--- src/rtl/dds_pkg.sv ---
// dds_pkg: shared constants and types for the DDS host command decoder.
//   - Frame header byte and the six register-write command codes.
//   - Status bytes returned to the host for every parsed or aborted frame.
//   - Parser FSM state enum and control-register field widths.
package dds_pkg;

    localparam logic [7:0] HDR          = 8'hA5;

    localparam logic [7:0] CMD_CH1_WAVE  = 8'h01;
    localparam logic [7:0] CMD_CH1_FREQ  = 8'h02;
    localparam logic [7:0] CMD_CH1_PHASE = 8'h03;
    localparam logic [7:0] CMD_CH2_WAVE  = 8'h11;
    localparam logic [7:0] CMD_CH2_FREQ  = 8'h12;
    localparam logic [7:0] CMD_CH2_PHASE = 8'h13;

    localparam logic [7:0] STAT_OK       = 8'h5A;
    localparam logic [7:0] STAT_BAD_CHK  = 8'hE1;
    localparam logic [7:0] STAT_BAD_CMD  = 8'hE2;
    localparam logic [7:0] STAT_TIMEOUT  = 8'hE3;

    localparam int unsigned WAVE_W  = 4;
    localparam int unsigned FREQ_W  = 25;
    localparam int unsigned PHASE_W = 10;

    typedef enum logic [2:0] {
        StIdle,
        StCmd,
        StData,
        StChk,
        StExec
    } state_e;

    function automatic logic cmd_known(input logic [7:0] cmd);
        return (cmd == CMD_CH1_WAVE)  || (cmd == CMD_CH1_FREQ) || (cmd == CMD_CH1_PHASE) ||
               (cmd == CMD_CH2_WAVE)  || (cmd == CMD_CH2_FREQ) || (cmd == CMD_CH2_PHASE);
    endfunction

endpackage

--- src/rtl/dds_status_slot.sv ---
// dds_status_slot: one-entry status register feeding the UART transmitter.
//   clk_i, rst_ni     clock, asynchronous active-low reset
//   load_i            load load_data_i into the slot (overwrites a pending byte)
//   load_data_i       status byte to load
//   tx_ready_i        transmitter accepts the byte when tx_valid_o && tx_ready_i
//   tx_data_o         held status byte
//   tx_valid_o        status pending
module dds_status_slot (
    input  logic       clk_i,
    input  logic       rst_ni,
    input  logic       load_i,
    input  logic [7:0] load_data_i,
    input  logic       tx_ready_i,
    output logic [7:0] tx_data_o,
    output logic       tx_valid_o
);

    logic [7:0] data_q, data_d;
    logic       valid_q, valid_d;

    // A load wins over a same-cycle handshake: the new byte stays pending.
    always_comb begin
        data_d  = data_q;
        valid_d = valid_q;
        if (load_i) begin
            data_d  = load_data_i;
            valid_d = 1'b1;
        end else if (valid_q && tx_ready_i) begin
            valid_d = 1'b0;
        end
    end

    always_ff @(posedge clk_i or negedge rst_ni) begin
        if (!rst_ni) begin
            data_q  <= 8'h00;
            valid_q <= 1'b0;
        end else begin
            data_q  <= data_d;
            valid_q <= valid_d;
        end
    end

    assign tx_data_o  = data_q;
    assign tx_valid_o = valid_q;

endmodule

--- src/rtl/dds_cmd_decoder.sv ---
// dds_cmd_decoder: parses 7-byte host frames (A5 CMD D3 D2 D1 D0 CHK) from the UART
// receiver and writes the per-channel DDS control registers.
//   sys_clk, sys_rst_n        clock, asynchronous active-low reset
//   rx_data, rx_valid         received byte strobe (no backpressure)
//   tx_data, tx_valid, tx_ready  status byte to the UART transmitter
//   chN_wave_select/freq_ctrl/phase_ctrl  control registers for channels 1 and 2
//   cfg_update                one-cycle pulse on any register write
//   frame_err                 one-cycle pulse on checksum error, unknown command or timeout
module dds_cmd_decoder
    import dds_pkg::*;
#(
    parameter int unsigned        TIMEOUT_CYCLES = 50_000,
    parameter logic [FREQ_W-1:0]  RST_FREQ       = 25'd1000,
    parameter logic [WAVE_W-1:0]  RST_WAVE       = 4'b0001
) (
    input  logic               sys_clk,
    input  logic               sys_rst_n,
    input  logic [7:0]         rx_data,
    input  logic               rx_valid,
    output logic [7:0]         tx_data,
    output logic               tx_valid,
    input  logic               tx_ready,
    output logic [WAVE_W-1:0]  ch1_wave_select,
    output logic [WAVE_W-1:0]  ch2_wave_select,
    output logic [FREQ_W-1:0]  ch1_freq_ctrl,
    output logic [FREQ_W-1:0]  ch2_freq_ctrl,
    output logic [PHASE_W-1:0] ch1_phase_ctrl,
    output logic [PHASE_W-1:0] ch2_phase_ctrl,
    output logic               cfg_update,
    output logic               frame_err
);

    localparam int unsigned   ToW     = $clog2(TIMEOUT_CYCLES);
    localparam logic [ToW-1:0] ToLast = ToW'(TIMEOUT_CYCLES - 1);

    state_e               state_q, state_d;
    logic [7:0]           cmd_q, cmd_d;
    // Only the low FREQ_W payload bits can reach any register, so only those are kept.
    logic [FREQ_W-1:0]    payload_q, payload_d;
    logic [7:0]           xor_q, xor_d;
    logic [1:0]           byte_cnt_q, byte_cnt_d;
    logic                 chk_ok_q, chk_ok_d;
    logic [ToW-1:0]       to_cnt_q, to_cnt_d;

    logic [WAVE_W-1:0]    ch1_wave_q, ch1_wave_d, ch2_wave_q, ch2_wave_d;
    logic [FREQ_W-1:0]    ch1_freq_q, ch1_freq_d, ch2_freq_q, ch2_freq_d;
    logic [PHASE_W-1:0]   ch1_phase_q, ch1_phase_d, ch2_phase_q, ch2_phase_d;
    logic                 cfg_update_q, cfg_update_d;
    logic                 frame_err_q, frame_err_d;

    logic                 in_frame;
    logic                 timeout;
    logic                 status_load;
    logic [7:0]           status_byte;

    assign in_frame = (state_q == StCmd) || (state_q == StData) || (state_q == StChk);
    assign timeout  = in_frame && !rx_valid && (to_cnt_q == ToLast);

    always_comb begin
        state_d      = state_q;
        cmd_d        = cmd_q;
        payload_d    = payload_q;
        xor_d        = xor_q;
        byte_cnt_d   = byte_cnt_q;
        chk_ok_d     = chk_ok_q;
        ch1_wave_d   = ch1_wave_q;
        ch2_wave_d   = ch2_wave_q;
        ch1_freq_d   = ch1_freq_q;
        ch2_freq_d   = ch2_freq_q;
        ch1_phase_d  = ch1_phase_q;
        ch2_phase_d  = ch2_phase_q;
        cfg_update_d = 1'b0;
        frame_err_d  = 1'b0;
        status_load  = 1'b0;
        status_byte  = STAT_OK;

        // Idle gap counter: runs only inside a frame, cleared by every received byte.
        to_cnt_d = (in_frame && !rx_valid && !timeout) ? to_cnt_q + ToW'(1) : '0;

        unique case (state_q)
            StIdle: begin
                if (rx_valid && rx_data == HDR) begin
                    state_d = StCmd;
                end
            end
            StCmd: begin
                if (rx_valid) begin
                    cmd_d      = rx_data;
                    xor_d      = rx_data;
                    byte_cnt_d = 2'd0;
                    state_d    = StData;
                end
            end
            StData: begin
                if (rx_valid) begin
                    payload_d  = {payload_q[FREQ_W-9:0], rx_data};
                    xor_d      = xor_q ^ rx_data;
                    byte_cnt_d = byte_cnt_q + 2'd1;
                    if (byte_cnt_q == 2'd3) begin
                        state_d = StChk;
                    end
                end
            end
            StChk: begin
                if (rx_valid) begin
                    chk_ok_d = (rx_data == xor_q);
                    state_d  = StExec;
                end
            end
            StExec: begin
                // Bytes arriving here are dropped; the UART cannot deliver that fast.
                state_d     = StIdle;
                status_load = 1'b1;
                if (!chk_ok_q) begin
                    frame_err_d = 1'b1;
                    status_byte = STAT_BAD_CHK;
                end else if (!cmd_known(cmd_q)) begin
                    frame_err_d = 1'b1;
                    status_byte = STAT_BAD_CMD;
                end else begin
                    cfg_update_d = 1'b1;
                    status_byte  = STAT_OK;
                    case (cmd_q)
                        CMD_CH1_WAVE:  ch1_wave_d  = payload_q[WAVE_W-1:0];
                        CMD_CH1_FREQ:  ch1_freq_d  = payload_q;
                        CMD_CH1_PHASE: ch1_phase_d = payload_q[PHASE_W-1:0];
                        CMD_CH2_WAVE:  ch2_wave_d  = payload_q[WAVE_W-1:0];
                        CMD_CH2_FREQ:  ch2_freq_d  = payload_q;
                        CMD_CH2_PHASE: ch2_phase_d = payload_q[PHASE_W-1:0];
                        default: ;
                    endcase
                end
            end
            default: state_d = StIdle;
        endcase

        // Timeout only fires with no byte this cycle, so no case branch above has acted.
        if (timeout) begin
            state_d     = StIdle;
            frame_err_d = 1'b1;
            status_load = 1'b1;
            status_byte = STAT_TIMEOUT;
        end
    end

    always_ff @(posedge sys_clk or negedge sys_rst_n) begin
        if (!sys_rst_n) begin
            state_q      <= StIdle;
            cmd_q        <= 8'h00;
            payload_q    <= '0;
            xor_q        <= 8'h00;
            byte_cnt_q   <= 2'd0;
            chk_ok_q     <= 1'b0;
            to_cnt_q     <= '0;
            ch1_wave_q   <= RST_WAVE;
            ch2_wave_q   <= RST_WAVE;
            ch1_freq_q   <= RST_FREQ;
            ch2_freq_q   <= RST_FREQ;
            ch1_phase_q  <= '0;
            ch2_phase_q  <= '0;
            cfg_update_q <= 1'b0;
            frame_err_q  <= 1'b0;
        end else begin
            state_q      <= state_d;
            cmd_q        <= cmd_d;
            payload_q    <= payload_d;
            xor_q        <= xor_d;
            byte_cnt_q   <= byte_cnt_d;
            chk_ok_q     <= chk_ok_d;
            to_cnt_q     <= to_cnt_d;
            ch1_wave_q   <= ch1_wave_d;
            ch2_wave_q   <= ch2_wave_d;
            ch1_freq_q   <= ch1_freq_d;
            ch2_freq_q   <= ch2_freq_d;
            ch1_phase_q  <= ch1_phase_d;
            ch2_phase_q  <= ch2_phase_d;
            cfg_update_q <= cfg_update_d;
            frame_err_q  <= frame_err_d;
        end
    end

    dds_status_slot u_status_slot (
        .clk_i       (sys_clk),
        .rst_ni      (sys_rst_n),
        .load_i      (status_load),
        .load_data_i (status_byte),
        .tx_ready_i  (tx_ready),
        .tx_data_o   (tx_data),
        .tx_valid_o  (tx_valid)
    );

    assign ch1_wave_select = ch1_wave_q;
    assign ch2_wave_select = ch2_wave_q;
    assign ch1_freq_ctrl   = ch1_freq_q;
    assign ch2_freq_ctrl   = ch2_freq_q;
    assign ch1_phase_ctrl  = ch1_phase_q;
    assign ch2_phase_ctrl  = ch2_phase_q;
    assign cfg_update      = cfg_update_q;
    assign frame_err       = frame_err_q;

endmodule

--- config.mk ---
export PLATFORM = sky130hd
export DESIGN_NAME = dds_cmd_decoder
export DESIGN_NICKNAME = d
export VERILOG_FILES = /design/src/rtl/dds_pkg.sv /design/src/rtl/dds_status_slot.sv /design/src/rtl/dds_cmd_decoder.sv
export SDC_FILE = /design/constraint.sdc
export NUM_CORES = 1
export LEC_CHECK = 0
export CELL_PAD_IN_SITES_DETAIL_PLACEMENT = 1
export CELL_PAD_IN_SITES_GLOBAL_PLACEMENT = 1
export CORE_MARGIN = 5
export CORE_UTILIZATION = 40
export CTS_CLUSTER_SIZE = 14
export DETAILED_ROUTE_END_ITERATION = 7
export PLACE_DENSITY_LB_ADDON = 0.1
export SETUP_SLACK_MARGIN = 0.5
export SYNTH_ARGS = -nofsm -noshare
export SYNTH_HDL_FRONTEND = slang
export SYNTH_HIERARCHICAL = 1
export SYNTH_SLANG_ARGS = --single-unit
--- constraint.sdc ---
create_clock -name sys_clk -period 2.15 [get_ports sys_clk]
set_input_delay 0.43 -clock sys_clk [delete_from_list [all_inputs] [get_ports sys_clk]]
set_output_delay 0.43 -clock sys_clk [all_outputs]
set_load 0.02 [all_outputs]
==> impl_metrics.py <==
metrics = {
    "floorplanning": {
        "rows": 46,
        "coreArea_um2": 15770,
        "die_area_um2": 18620,
        "io_pins": 101,
        "die_h_um": 136.4,
        "start_util_pct": 40.55,
        "fp.dieW_um": 136.4,
    },
    "routing": {
        "drc": 0,
        "wl_per_cell_um": 20.04,
        "dr.pass1.iters": 4,
        "first_iter_violations": 149,
        "viasPerCell": 5.077,
        "final_antenna_net_count": 0,
        "dr_total_vias": 4392,
        "routed_wl_mm": 17.33,
    },
    "logic_synthesis": {
        "synth_area_leaders": "dfrtp_1, mux2_2, dfstp_2, mux2_1, mux2_4",
        "synth_top_cell_area_share_pct": 54.00,
        "async_reset_ff_share_pct": 100.0,
        "synth_area_leader_cell": "dfrtp_1",
        "syn_inst": 463,
        "synth-seq-cells": 152,
        "yosys_warnings": 6,
        "synth_ff_type": "dfrtp_1",
        "syn-mean-instance-area_um2": 13.81,
        "ys_seq_area_share_pct": 59.75,
        "synth_edf_count": 0,
        "mappedNetlistArea_um2": 6395,
        "ys_types": 53,
        "syn-num-nets": 477,
    },
    "worst_setup_path": {
        "critPathTopFamily": "simple AND/OR/NAND/NOR gates",
        "crit_type": "flop to flop",
        "cp.required_ns": 2.45,
        "endpoint_kind": "flop",
        "r2r_slack_ns": -0.20,
        "r2r_start": "cmd_q[2]$_DFFE_PN0P_",
        "r2r-end": "ch1_freq_ctrl[14]$_DFFE_PN0P_",
        "worst_setup_path_start_kind": "flop",
        "arrival_ns": 2.66,
        "cp_slowest_cell": "or4_4",
        "cp_num_buf_inv": 3,
        "rr_worst_depth": 7,
        "worstPathCellList": "or4_4 > nor4b_4 > buf_4 > buf_6 > nand4b_4 > clkbuf_16 > mux2_2",
        "cp_max_fo": 5,
        "cp_slowest_stage_delay_ns": 0.55,
    },
    "run": {
        "cap_violations": 0,
    },
    "sta": {
        "slew_violations": 0,
        "worst_slack_ns": -0.2046,
        "fin_tns_setup_ns": -11.63,
        "whs_ns": 0.4399,
        "fin_crit_sh_pct": 109.5,
        "finalHoldViolCount": 0,
        "min_period_ns": 2.355,
        "rsz0062_at_grt": "yes",
        "finClkSkew_ns": 0.006484,
        "setup_viol": 79,
        "clock.fmax_mhz": 424.7,
    },
    "placement": {
        "io_buffers": 100,
        "routabilityCongestion": 0.7791,
        "dpl_cell_area_um2": 8089,
        "hpwl_mm": 11.43,
    },
    "power_and_ir_drop": {
        "netSwitchingPower_uw": 3100,
        "power.total_uw": 9872,
        "p_sw_share_pct": 31.40,
        "pwr-share-clk_pct": 32.0,
        "p_int_uw": 6773,
        "p_seq_share_pct": 41.2,
        "p_leak_uw": 0.004564,
        "vdd_drop_max_mv": 0.6317,
        "pwr-share-comb_pct": 26.8,
        "p_per_area_nw_per_um2": 1070,
    },
    "grt": {
        "grt_antenna_before_repair": 0,
        "grt_max_degree": 63,
        "gr-total-overflow": 0,
        "first_global_vias": 4919,
        "grt_pass1_wl_mm": 27.26,
        "grtUsageTotal_pct": 19.06,
    },
    "finish": {
        "stdcell_area_um2": 9223,
        "area.growth.synth_to_final_pct": 44.22,
        "utilization_pct": 58.48,
        "antenna_cells": 0,
        "nets": 650,
        "layout-drive-gt1-share_pct": 44.84,
    },
    "clock_network": {
        "cts.sinks": 152,
        "tritoncts": "yes",
        "clk_pin_slew_ns": 0.06,
        "worstSkewPairLatency_ns": 0.42,
        "cts_buffers": 17,
        "htree_levels": 4,
        "clk_path_buf_depth": 2,
        "cts-root-buf": "clkbuf_16",
    },
    "hold_path": {
        "hp-class": "primary input to async pin",
    },
    "outcome": {
        "violations": "negative setup slack",
        "status": "finished, violations left",
    },
}
cell families after synthesis:
family / after synthesis / share of synthesized area [%]
flip-flops: 152 / 59.75
adder cells (fa/ha/maj): 2 / 0.3913
other: 2 / 0.1174
AND/OR/NAND/NOR: 102 / 8.902
buffers and inverters: 22 / 1.878
AO/OA/AOI/OAI: 41 / 4.363
XOR/XNOR: 22 / 3.013
multiplexers: 120 / 21.58
power by group through the flow:
stage | logic, µW | clock network [µW] | registers [µW]
6_report | 2650 | 3160 | 4070
5_1_grt | 2830 | 3340 | 4150
4_1_cts | 2530 | 3210 | 4060
3_5_place_dp | 2270 | 0 | 4090
3_3_place_gp | 2160 | 0 | 4050
2_1_floorplan | 1460 | 0 | 3940
cells in the mapped netlist, types with 5 or more instances:
cell / instances
xnor2_1: 10
mux2_4: 8
nand3_1: 10
a21oi_1: 16
nor2b_1: 5
mux2_1: 12
o221ai_1: 7
dfrtp_1: 138
xor2_1: 12
and3_1: 7
clkbuf_1: 8
mux2_2: 99
dfstp_2: 14
o211ai_1: 5
or3_1: 5
nor2_1: 22
nand2_1: 23
through the flow:
| stage | setup slack [ns] | std cells |
|---|---|---|
| after detailed placement | -0.3152 | 805 |
| after global placement | -0.1826 | 805 |
| after CTS | -0.1760 | 852 |
| after floorplan | -0.1055 | 463 |
| final | -0.2046 | 865 |
| after global routing | -0.2878 | 865 |
routing by layer:
layer / up-vias / part of all wire, % / track usage (%)
met3: 18 / 4.8 / 4.848
met1: 2267 / 44 / 24.26
met5: - / 0 / 0
met2: 91 / 50 / 31.81
li1: 2016 / - / -
met4: 0 / 1.6 / 6.271
registers in the layout, indices dropped and copies added, names as in the netlist:
register,flops
u_status_slot/tx_valid_o,1
byte_cnt_q,2
u_status_slot/tx_data_o,8
state_q,3
frame_err,1
chk_ok_q,1
ch1_freq_ctrl,25
to_cnt_q,16
ch2_freq_ctrl,25
xor_q,8
ch1_wave_select,4
payload_q,25
ch2_wave_select,4
ch1_phase_ctrl,10
cmd_q,8
ch2_phase_ctrl,10
cfg_update,1
layout by cell type, fill, tap and decap left out, drive strengths merged, types with 3 or more instances in the layout:
master         count
dfrtp            138
mux2             119
buf               82
dlygate4sd2       76
nand2             25
nor2              23
clkbuf            22
a21oi             16
dfstp             14
xor2              12
xnor2             10
nand3             10
clkdlybuf4s50      9
inv                9
o221ai             7
and3               7
nor3               6
o211ai             5
or3                5
nor2b              5
or2                4
nand4              4
o311ai             3
bufinv             3
o21ai              3
clkinv             3
how the worst max path moves through the flow:
stage                          from                       endpoint  cells after the start
2_1_floorplan  cmd_q[2]$_DFFE_PN0P_  ch2_freq_ctrl[10]$_DFFE_PN0P_                      6
3_3_place_gp   cmd_q[2]$_DFFE_PN0P_  ch1_phase_ctrl[9]$_DFFE_PN0P_                      6
3_5_place_dp   cmd_q[2]$_DFFE_PN0P_  ch1_phase_ctrl[1]$_DFFE_PN0P_                      6
4_1_cts        cmd_q[2]$_DFFE_PN0P_  ch2_freq_ctrl[24]$_DFFE_PN0P_                      7
5_1_grt        cmd_q[2]$_DFFE_PN0P_  ch1_phase_ctrl[9]$_DFFE_PN0P_                      6
6_report       cmd_q[2]$_DFFE_PN0P_  ch1_freq_ctrl[14]$_DFFE_PN0P_                      7
layout make-up:
class	count	area, µm²
fillers	1554	6548
well taps	216	270.3
repair buffers	170	1612
multi-input cells	290	2863
clock inverters	12	161.4
inverters	5	26.28
flip-flops and latches	152	3824
clock buffers	20	466.7
timing repair:
item | CTS | global route
gates cloned | 3 | 3
pin swaps | 12 | 7
endpoints found under the hold margin | 19 | 0
hold buffers | 1 | 0
setup endpoints to repair | 234 | 129
resized for setup | 186 | 36
setup buffers | 11 | 10
Power figures use the tool's default switching activity.
